===== src/rtl/mem_bus_adapter.sv =====
// mem_bus_adapter: splits 32-bit v810_mem bus cycles into MDW-wide memory beats with programmable waits.
// Optional `MEM_BUS_ADAPTER_SZRQ_EN (MDW=16 only): one beat per request, upper half requested via CTLR_SZRQn.
module mem_bus_adapter #(
  parameter int AW  = 18,
  parameter int MDW = 16,
  parameter int WSW = 4
) (
  input  logic             CLK,
  input  logic             RES,
  input  logic             CE,
  input  logic [WSW-1:0]   WS,
  input  logic [31:0]      CTLR_A,
  input  logic             CTLR_DAn,
  input  logic [3:0]       CTLR_BEn,
  input  logic             CTLR_RW,
  input  logic [31:0]      CTLR_DO,
  output logic [31:0]      CTLR_DI,
  output logic             CTLR_READYn,
  output logic             CTLR_SZRQn,
  output logic             MEM_nCE,
  output logic             MEM_nWE,
  output logic             MEM_nOE,
  output logic [MDW/8-1:0] MEM_nBE,
  output logic [AW-1:0]    MEM_A,
  output logic [MDW-1:0]   MEM_DI,
  input  logic [MDW-1:0]   MEM_DO
);

  localparam int N   = 32 / MDW;
  localparam int BPB = MDW / 8;
  localparam int L   = $clog2(BPB);
  localparam int LN  = $clog2(N);
  localparam int KW  = (N > 1) ? LN : 1;

  typedef enum logic [1:0] {IDLE, BEAT, CAPT, DONE} state_t;

  state_t          state_reg, state_next;
  logic [KW-1:0]   k_reg, k_next;
  logic [WSW-1:0]  wait_reg, wait_next;
  logic [WSW-1:0]  ws_reg, ws_next;
  logic [31:0]     a_reg, a_next;
  logic [31:0]     do_reg, do_next;
  logic [3:0]      ben_reg, ben_next;
  logic            rw_reg, rw_next;
  logic [N-1:0]    mask_reg, mask_next;
  logic            split_reg, split_next;

  logic            ce_n_reg, ce_n_next;
  logic            we_n_reg, we_n_next;
  logic            oe_n_reg, oe_n_next;
  logic [BPB-1:0]  be_n_reg, be_n_next;
  logic [AW-1:0]   mem_a_reg, mem_a_next;
  logic [MDW-1:0]  mem_di_reg, mem_di_next;
  logic            ready_n_reg, ready_n_next;
  logic            szrq_n_reg, szrq_n_next;

  logic [N-1:0]    req_mask;
  logic [KW:0]     req_first;
  logic [KW:0]     adv;
  logic            req_split;
  logic            go;

  // Beat k is active when any of its byte lanes is enabled.
  function automatic logic [N-1:0] beat_mask(input logic [3:0] ben);
    logic [N-1:0] m;
    m = '0;
    for (int b = 0; b < N; b++) m[b] = ~&ben[b*BPB +: BPB];
`ifdef MEM_BUS_ADAPTER_SZRQ_EN
    if (MDW == 16 && m[0]) m = N'(1);
`endif
    return m;
  endfunction

  // Returns {valid, index} of the lowest active beat at or above 'from'.
  function automatic logic [KW:0] first_from(input logic [N-1:0] m, input int from);
    logic [KW:0] r;
    r = '0;
    for (int j = N - 1; j >= 0; j--)
      if (j >= from && m[j]) r = {1'b1, KW'(j)};
    return r;
  endfunction

`ifdef MEM_BUS_ADAPTER_SZRQ_EN
  assign req_split = (MDW == 16) && !(&CTLR_BEn[1:0]) && !(&CTLR_BEn[3:2]);
`else
  assign req_split = 1'b0;
`endif

  always_comb begin
    req_mask  = beat_mask(CTLR_BEn);
    req_first = first_from(req_mask, 0);
    adv       = first_from(mask_reg, int'(k_reg) + 1);
  end

  always_comb begin
    state_next = state_reg;
    k_next     = k_reg;
    wait_next  = wait_reg;
    ws_next    = ws_reg;
    a_next     = a_reg;
    do_next    = do_reg;
    ben_next   = ben_reg;
    rw_next    = rw_reg;
    mask_next  = mask_reg;
    split_next = split_reg;
    go         = 1'b0;
    case (state_reg)
      IDLE: begin
        if (!CTLR_DAn) begin
          a_next     = CTLR_A;
          do_next    = CTLR_DO;
          ben_next   = CTLR_BEn;
          rw_next    = CTLR_RW;
          ws_next    = WS;
          wait_next  = WS;
          mask_next  = req_mask;
          split_next = req_split;
          if (req_first[KW]) begin
            state_next = BEAT;
            k_next     = req_first[KW-1:0];
          end else begin
            state_next = DONE;
          end
        end
      end
      BEAT: begin
        if (wait_reg != '0) wait_next = wait_reg - WSW'(1);
        else if (rw_reg)    state_next = CAPT;
        else                go = 1'b1;
      end
      CAPT:    go = 1'b1;
      DONE:    state_next = IDLE;
      default: state_next = IDLE;
    endcase
    if (go) begin
      if (adv[KW]) begin
        state_next = BEAT;
        k_next     = adv[KW-1:0];
        wait_next  = ws_reg;
      end else begin
        state_next = DONE;
      end
    end
  end

  // Output registers are loaded with the values belonging to the state being entered.
  always_comb begin
    ce_n_next    = 1'b1;
    we_n_next    = 1'b1;
    oe_n_next    = 1'b1;
    be_n_next    = '1;
    mem_a_next   = mem_a_reg;
    mem_di_next  = mem_di_reg;
    ready_n_next = (state_next != DONE);
    szrq_n_next  = !(state_next == DONE && split_next);
    if (state_next == BEAT) begin
      ce_n_next  = 1'b0;
      oe_n_next  = !rw_next;
      we_n_next  = rw_next;
      be_n_next  = ben_next[int'(k_next)*BPB +: BPB];
      mem_a_next = AW'(a_next >> L);
      if (N > 1) mem_a_next[KW-1:0] = k_next;
      if (!rw_next) mem_di_next = do_next[int'(k_next)*MDW +: MDW];
    end
  end

  always_ff @(posedge CLK) begin
    if (RES) begin
      state_reg   <= IDLE;
      k_reg       <= '0;
      wait_reg    <= '0;
      ws_reg      <= '0;
      a_reg       <= '0;
      do_reg      <= '0;
      ben_reg     <= '1;
      rw_reg      <= 1'b1;
      mask_reg    <= '0;
      split_reg   <= 1'b0;
      ce_n_reg    <= 1'b1;
      we_n_reg    <= 1'b1;
      oe_n_reg    <= 1'b1;
      be_n_reg    <= '1;
      mem_a_reg   <= '0;
      mem_di_reg  <= '0;
      ready_n_reg <= 1'b1;
      szrq_n_reg  <= 1'b1;
    end else if (CE) begin
      state_reg   <= state_next;
      k_reg       <= k_next;
      wait_reg    <= wait_next;
      ws_reg      <= ws_next;
      a_reg       <= a_next;
      do_reg      <= do_next;
      ben_reg     <= ben_next;
      rw_reg      <= rw_next;
      mask_reg    <= mask_next;
      split_reg   <= split_next;
      ce_n_reg    <= ce_n_next;
      we_n_reg    <= we_n_next;
      oe_n_reg    <= oe_n_next;
      be_n_reg    <= be_n_next;
      mem_a_reg   <= mem_a_next;
      mem_di_reg  <= mem_di_next;
      ready_n_reg <= ready_n_next;
      szrq_n_reg  <= szrq_n_next;
    end
  end

  // Read-data byte lanes: cleared on accept, loaded from MEM_DO at the edge ending CAPT of their beat.
  for (genvar gi = 0; gi < 4; gi++) begin : g_lane
    logic [7:0] lane_reg;
    always_ff @(posedge CLK) begin
      if (RES) begin
        lane_reg <= '0;
      end else if (CE) begin
        if (state_reg == IDLE && !CTLR_DAn)
          lane_reg <= '0;
        else if (state_reg == CAPT && int'(k_reg) == gi / BPB && !ben_reg[gi])
          lane_reg <= MEM_DO[(gi % BPB)*8 +: 8];
      end
    end
    assign CTLR_DI[gi*8 +: 8] = lane_reg;
  end

  assign MEM_nCE     = ce_n_reg;
  assign MEM_nWE     = we_n_reg;
  assign MEM_nOE     = oe_n_reg;
  assign MEM_nBE     = be_n_reg;
  assign MEM_A       = mem_a_reg;
  assign MEM_DI      = mem_di_reg;
  assign CTLR_READYn = ready_n_reg;
  assign CTLR_SZRQn  = szrq_n_reg;

endmodule


===== config.mk =====
export PLATFORM = sky130hd
export DESIGN_NAME = mem_bus_adapter
export DESIGN_NICKNAME = d
export VERILOG_FILES = /design/src/rtl/mem_bus_adapter.sv
export SDC_FILE = /design/constraint.sdc
export NUM_CORES = 1
export LEC_CHECK = 0
export CAP_MARGIN = 20
export CORE_ASPECT_RATIO = 0.75
export CORE_MARGIN = 2
export CORE_UTILIZATION = 48
export CTS_CLUSTER_SIZE = 16
export DETAILED_ROUTE_END_ITERATION = 10
export GPL_ROUTABILITY_DRIVEN = 0
export PLACE_DENSITY_LB_ADDON = 0.12
export SYNTH_ARGS = -nofsm -noshare
export SYNTH_HDL_FRONTEND = slang
export SYNTH_SLANG_ARGS = --single-unit

===== constraint.sdc =====
create_clock -name CLK -period 3.18 [get_ports CLK]
set_input_delay 0.954 -clock CLK [delete_from_list [all_inputs] [get_ports CLK]]
set_output_delay 0.954 -clock CLK [all_outputs]
set_load 0.02 [all_outputs]

=== Yosys cells after proc, flatten, opt, wreduce, memory -nomap -nowiden ===
Cells that the tools add are included.

* Add/subtract/negate cells: 2
* $lt $le $gt $ge: 2
* Equality and inequality tests: 6
* Shift-type cells: 2
* Muxes and demuxes: 46
* Bitwise operators: 3
* Reduce and logical (&&, ||, !) cells: 34

{| class="wikitable"
|+ Operator list
! cell !! count
|-
| 2-to-1 mux 32 bit || 2
|-
| 2-to-1 mux 8 bit || 8
|-
| 2-to-1 mux 19 bit || 2
|-
| variable part select 32 x 6 -> 16 bit || 1
|-
| 2-to-1 mux 4 bit || 6
|-
| 2-to-1 mux 2 bit || 11
|-
| 2-to-1 mux 1 bit || 14
|-
| AND reduction 2 bit || 7
|-
| logical AND 1 bit || 10
|-
| logical NOT 1 bit || 9
|-
| case mux 4 bit (2 select lines) || 1
|-
| nonzero test 2 bit || 4
|-
| equality test 2 bit, second input constant || 3
|-
| case mux 2 bit (3 select lines) || 1
|-
| AND reduction 3 bit || 2
|-
| equality test 2 x 1 -> 1 bit, second input constant || 2
|-
| >= comparator 1 x 2 -> 1 bit, first input constant || 2
|-
| nonzero test 4 bit || 1
|-
| variable part select 4 x 3 -> 2 bit || 1
|-
| subtractor 4 x 1 -> 4 bit, second input constant || 1
|-
| NOT 1 bit || 3
|-
| adder 1 x 1 -> 2 bit, second input constant || 1
|-
| logical NOT 2 bit || 1
|-
| != test 2 bit, second input constant || 1
|-
| case mux 1 bit (2 select lines) || 1
|}

* Flip-flop bits (word level): 143
* Bits of input ports: 93
* Output and inout port bits: 73
* Word-level logic and storage cells: 118

=== Logic depth before layout (Yosys ltp) ===
* Word-level depth: 10
* Mapped depth: 10
* Mapped depth without buffers: 8

=== Least setup slack after synthesis ===
OpenSTA, ideal clock, no wires.

* Path kind: register to register
* From: register wait_reg[0]
* To: register be_n_reg[0] (netlist: MEM_nBE[0])
* Setup time: 0.122 ns
* Data arrival time: 2.426 ns
* Required time: 3.058 ns
* Slack: 0.631 ns
* Cell stages (with the launch flop): 10
* Path buffers: 1
* Period minus slack after synthesis: 2.549 ns
* Path through: dfxtp_1 inv_1 ha_1 or3b_1 buf_2 o41a_1 o21ai_2 mux4_2 nor4_1 nor2_1

* Longest elaborated chain between the ends: 6
* Elaborated cells between the ends (all ways): 10
* Those cells by class: 1 x eq/ne; 1 x shift; 7 x mux; 1 x reduce/logical

{| class="wikitable"
|+ RTL lines
! item !! line !! RTL
|-
| start, declared || 39 || <nowiki>logic [WSW-1:0] wait_reg, wait_next;</nowiki>
|-
| start signal, assigned || 190 || <nowiki>wait_reg <= wait_next;</nowiki>
|-
| nonzero test 4 bit (*) || 127 || <nowiki>if (wait_reg != '0) wait_next = wait_reg - WSW'(1);</nowiki>
|-
| 2-to-1 mux 1 bit or 2-to-1 mux 2 bit (tied branches) || 127 ||
|-
| case mux 1 bit (2 select lines) or case mux 2 bit (3 select lines) (tied branches) || 107 || <nowiki>case (state_reg)</nowiki>
|-
| 2-to-1 mux 1 bit or 2-to-1 mux 2 bit (tied branches) || 135 || <nowiki>if (go) begin</nowiki>
|-
| variable part select 4 x 3 -> 2 bit or equality test 2 x 1 -> 1 bit (tied branches) || 160, 156 ||
|-
| 2-to-1 mux 2 bit (*) || 156 || <nowiki>if (state_next == BEAT) begin</nowiki>
|-
| end signal, assigned || 201 || <nowiki>be_n_reg <= be_n_next;</nowiki>
|-
| end, declared || 51 || <nowiki>logic [BPB-1:0] be_n_reg, be_n_next;</nowiki>
|}

Mark *: on every way between the ends. The rest lies on a longest branch, timed or not.
A chain may end at the register's enable or synchronous reset.

=== Worst setup path in the final report ===
* From: register wait_reg[0]
* To: register mem_di_reg[1] (netlist: MEM_DI[1])

* Longest elaborated chain between the ends: 6
* Elaborated cells between the ends (all ways): 10
* Those cells by class: 1 x eq/ne; 1 x shift; 6 x mux; 2 x reduce/logical

{| class="wikitable"
|+ RTL lines
! item !! line !! RTL
|-
| nonzero test 4 bit (*) || 127 ||
|-
| parallel branches: the longest is 5 deep, another holds variable part select 32 x 6 -> 16 bit || - ||
|-
| end signal, assigned || 203 || <nowiki>mem_di_reg <= mem_di_next;</nowiki>
|-
| end, declared || 53 || <nowiki>logic [MDW-1:0] mem_di_reg, mem_di_next;</nowiki>
|}

Every way passes the cells marked *.

==> impl_results.md <==
- Outcome: finished clean
- Placed Cells: 1029
- Seq/Total Area, Yosys: 47.2%
- Vias per Instance: 5.55
- ANT cells: 0
- First-pass GRT wire length: 27900 µm
- Vias: 5884
- Top_reg_cell synth: dfxtp_1
- Setup WS post-layout: 0.438 ns
- Unrepaired setup endpoints after global routing: false
- CTS sink count: 140
- GR Util All Layers: between 20 and 30%
- Nets: 980
- Seq cells post-synth: 140
- Pins Over Slew Limit: 0
- DR pass1 iterations: 5
- Max-cap violation count: 0
- DRC: 0
- Num CTS Buffers: 17
- Average wire per standard cell: 16.2 µm
- Period Utilization, post-route: 86.2%
- Dpl ws: 0.0476 ns
- Worst skew pair latency: between 0.4 and 0.5 ns
- Req. time, crit path: 3.52 ns
- Finish-stage setup viols: 0
- Tot Pwr: roughly 4.6 mW
- Worst-margin pin slew: 0.720 ns
- Placed instance area: roughly 0.0077 mm²
- Yosys Warn Count: 0
- Die Ht: around 100 µm
- Initial antenna violation count: 0
- Clk root buf: clkbuf_16
- Number of port buffers: 150
- Grt ovf: 0
- Unique cell type count in the Yosys netlist: 50
- Final non-filler cell area: 0.00828 mm²
- Drt initial violations: 480
- Mapped Area: 0.00593 mm²
- FMAX: 365 MHz
- Layout Cells excl Fill: around 1100
- Power density over the cells: around 560 mW/mm²
- Crit-path max FO: 33
- CTS clock-pin slew for the worst setup and hold paths: ~0.07 ns
- Syn Inst Count: 740
- Final Util: 68.0%
- Die area: 0.0133 mm²
- CTS H-tree lvls: 4
- Setup TNS: 0 ns
- Mean Syn Cell Area: approximately 8 µm²
- Area grow syn2layout: 39.5%
- Worst setup SP type: register
- Crit path kind: register to register
- Worst hold margin: approximately 0.45 ns
- Initial Util: about half
- Post-synth EDFFs: 0
- Post-detailed-placement half-perimeter wirelength: 11400 µm
- Post-CTS setup buffer count: 0
- Vias in the first global route: 5525
- Routed WL: 17200 µm
- Critical Path AT: 3.08 ns
- Asr flop ratio synth: 0%
- Largest net degree at the start of global routing: 70
- Post-route minimum period: 2.74 ns
- Clk buf depth: 2
- Post_cts resized: 0
- Hold Path Class: register to register
- FP Rows: 35
- Layout cells sized above 1: slightly above 8%
- Final hold vios: 0
- Die Width: 132 µm
- Worst vdd ir: 0.467 mV
- Slew margin rel.: 52.0%
- Leak Pwr: 2.92 nW
- CTS tree: built
- Mapped Nets: 838
- Top-level port count: 166
- Layout Skew: 0.0108 ns
- Setup crit end kind: register
- Core ar.: between 0.01 and 0.015 mm²
- Detail Route Antenna Nets: 0
- Post-cts hold buffer count: 0
## logic make-up after synthesis
kind of cell             share of synthesized area (%)
AO/OA/AOI/OAI                                     22.3
XOR/XNOR                                         0.148
adder cells (fa/ha/maj)                           1.05
buffers and inverters                             4.47
flip-flops                                        47.2
multiplexers                                      1.79
AND/OR/NAND/NOR                                   23.0
## cell type report
| cell class | count | area, µm² |
|---|---|---|
| Fill cell | 1025 | 3900 |
| Multi-Input combinational cell | 537 | 2880 |
| Sequential cell | 140 | 2800 |
| Timing Repair Buffer | 179 | 1800 |
| Clock buffer | 17 | 425 |
| Tap cell | 166 | 208 |
| Clock inverter | 15 | 131 |
| Inverter | 7 | 26.3 |
## layout by cell type (no fill, tap or decap), drive strengths merged, types with 3 or more instances in the layout
| cell | Yosys | routed |
|---|---|---|
| nand2 | 214 | 214 |
| clkdlybuf4s50 | 0 | 149 |
| dfxtp | 140 | 140 |
| a21oi | 78 | 78 |
| nor2 | 67 | 67 |
| a22oi | 34 | 34 |
| buf | 7 | 30 |
| and2 | 18 | 18 |
| a311oi | 17 | 17 |
| clkbuf | 49 | 17 |
| a211oi | 16 | 16 |
| a311o | 16 | 16 |
| inv | 7 | 14 |
| o21ai | 12 | 12 |
| nand2b | 9 | 9 |
| nor3 | 6 | 6 |
| clkinvlp | 0 | 6 |
| mux2i | 5 | 5 |
| ha | 5 | 5 |
| nand3b | 4 | 4 |
| o32ai | 3 | 3 |
| nor2b | 3 | 3 |
## cells in the mapped netlist, types with 2 or more instances
library cell | number | area share [%]
o22ai_1 | 2 | 0.21
o21ai_0 | 11 | 0.93
mux4_2 | 2 | 0.76
inv_1 | 7 | 0.44
or2_2 | 2 | 0.21
a311oi_1 | 17 | 2.5
buf_6 | 3 | 0.57
a311o_1 | 16 | 2.7
and2_1 | 18 | 1.9
ha_1 | 5 | 1.1
o21a_1 | 2 | 0.25
nand2_1 | 214 | 14
a21oi_1 | 77 | 6.5
nand2b_1 | 9 | 0.95
o32ai_1 | 3 | 0.44
a211oi_1 | 16 | 2.0
dfxtp_1 | 140 | 47
nor2_1 | 67 | 4.2
nor3b_1 | 2 | 0.25
nand3b_1 | 4 | 0.51
clkbuf_1 | 49 | 3.1
nor2b_1 | 3 | 0.32
nor3_1 | 6 | 0.51
mux2i_1 | 5 | 0.84
o211ai_1 | 2 | 0.25
a22oi_1 | 33 | 4.2
buf_2 | 2 | 0.17
## routing by layer
layer / global-route usage (%) / vias to the layer above / share of wire, %
li1: - / 2845 / -
met1: 35.8 / 2811 / 46
met2: 40.7 / 208 / 46
met3: 6.16 / 20 / 6.6
met4: 8.02 / 0 / 1.4
met5: 0 / - / 0
## worst paths after layout
check	from	end	slack, ns	cells after the start
worst max-delay path	wait_reg[0]	MEM_DI[1]	0.44	9
worst min-delay path	do_reg[11]	do_reg[11]	0.45	2
worst max register to register	wait_reg[0]	MEM_DI[1]	0.44	9
worst min register to register	do_reg[11]	do_reg[11]	0.45	2
## report_power, final
group	switching (mW)	total, mW	internal, mW
clock network	0.835	1.86	1.02
logic	0.477	0.861	0.385
registers	0.0615	1.91	1.85
total	1.37	4.63	3.26
## worst max-delay path: stages, from the launching register on
cell and delay, ns:
dfxtp_1 0.35, inv_1 0.09, ha_1 0.20, or3b_1 0.41, o41a_1 0.53, buf_4 0.21
a211o_1 0.30, buf_12 0.18, a311o_1 0.29, a21oi_1 0.12
Power figures use the tool's default switching activity.
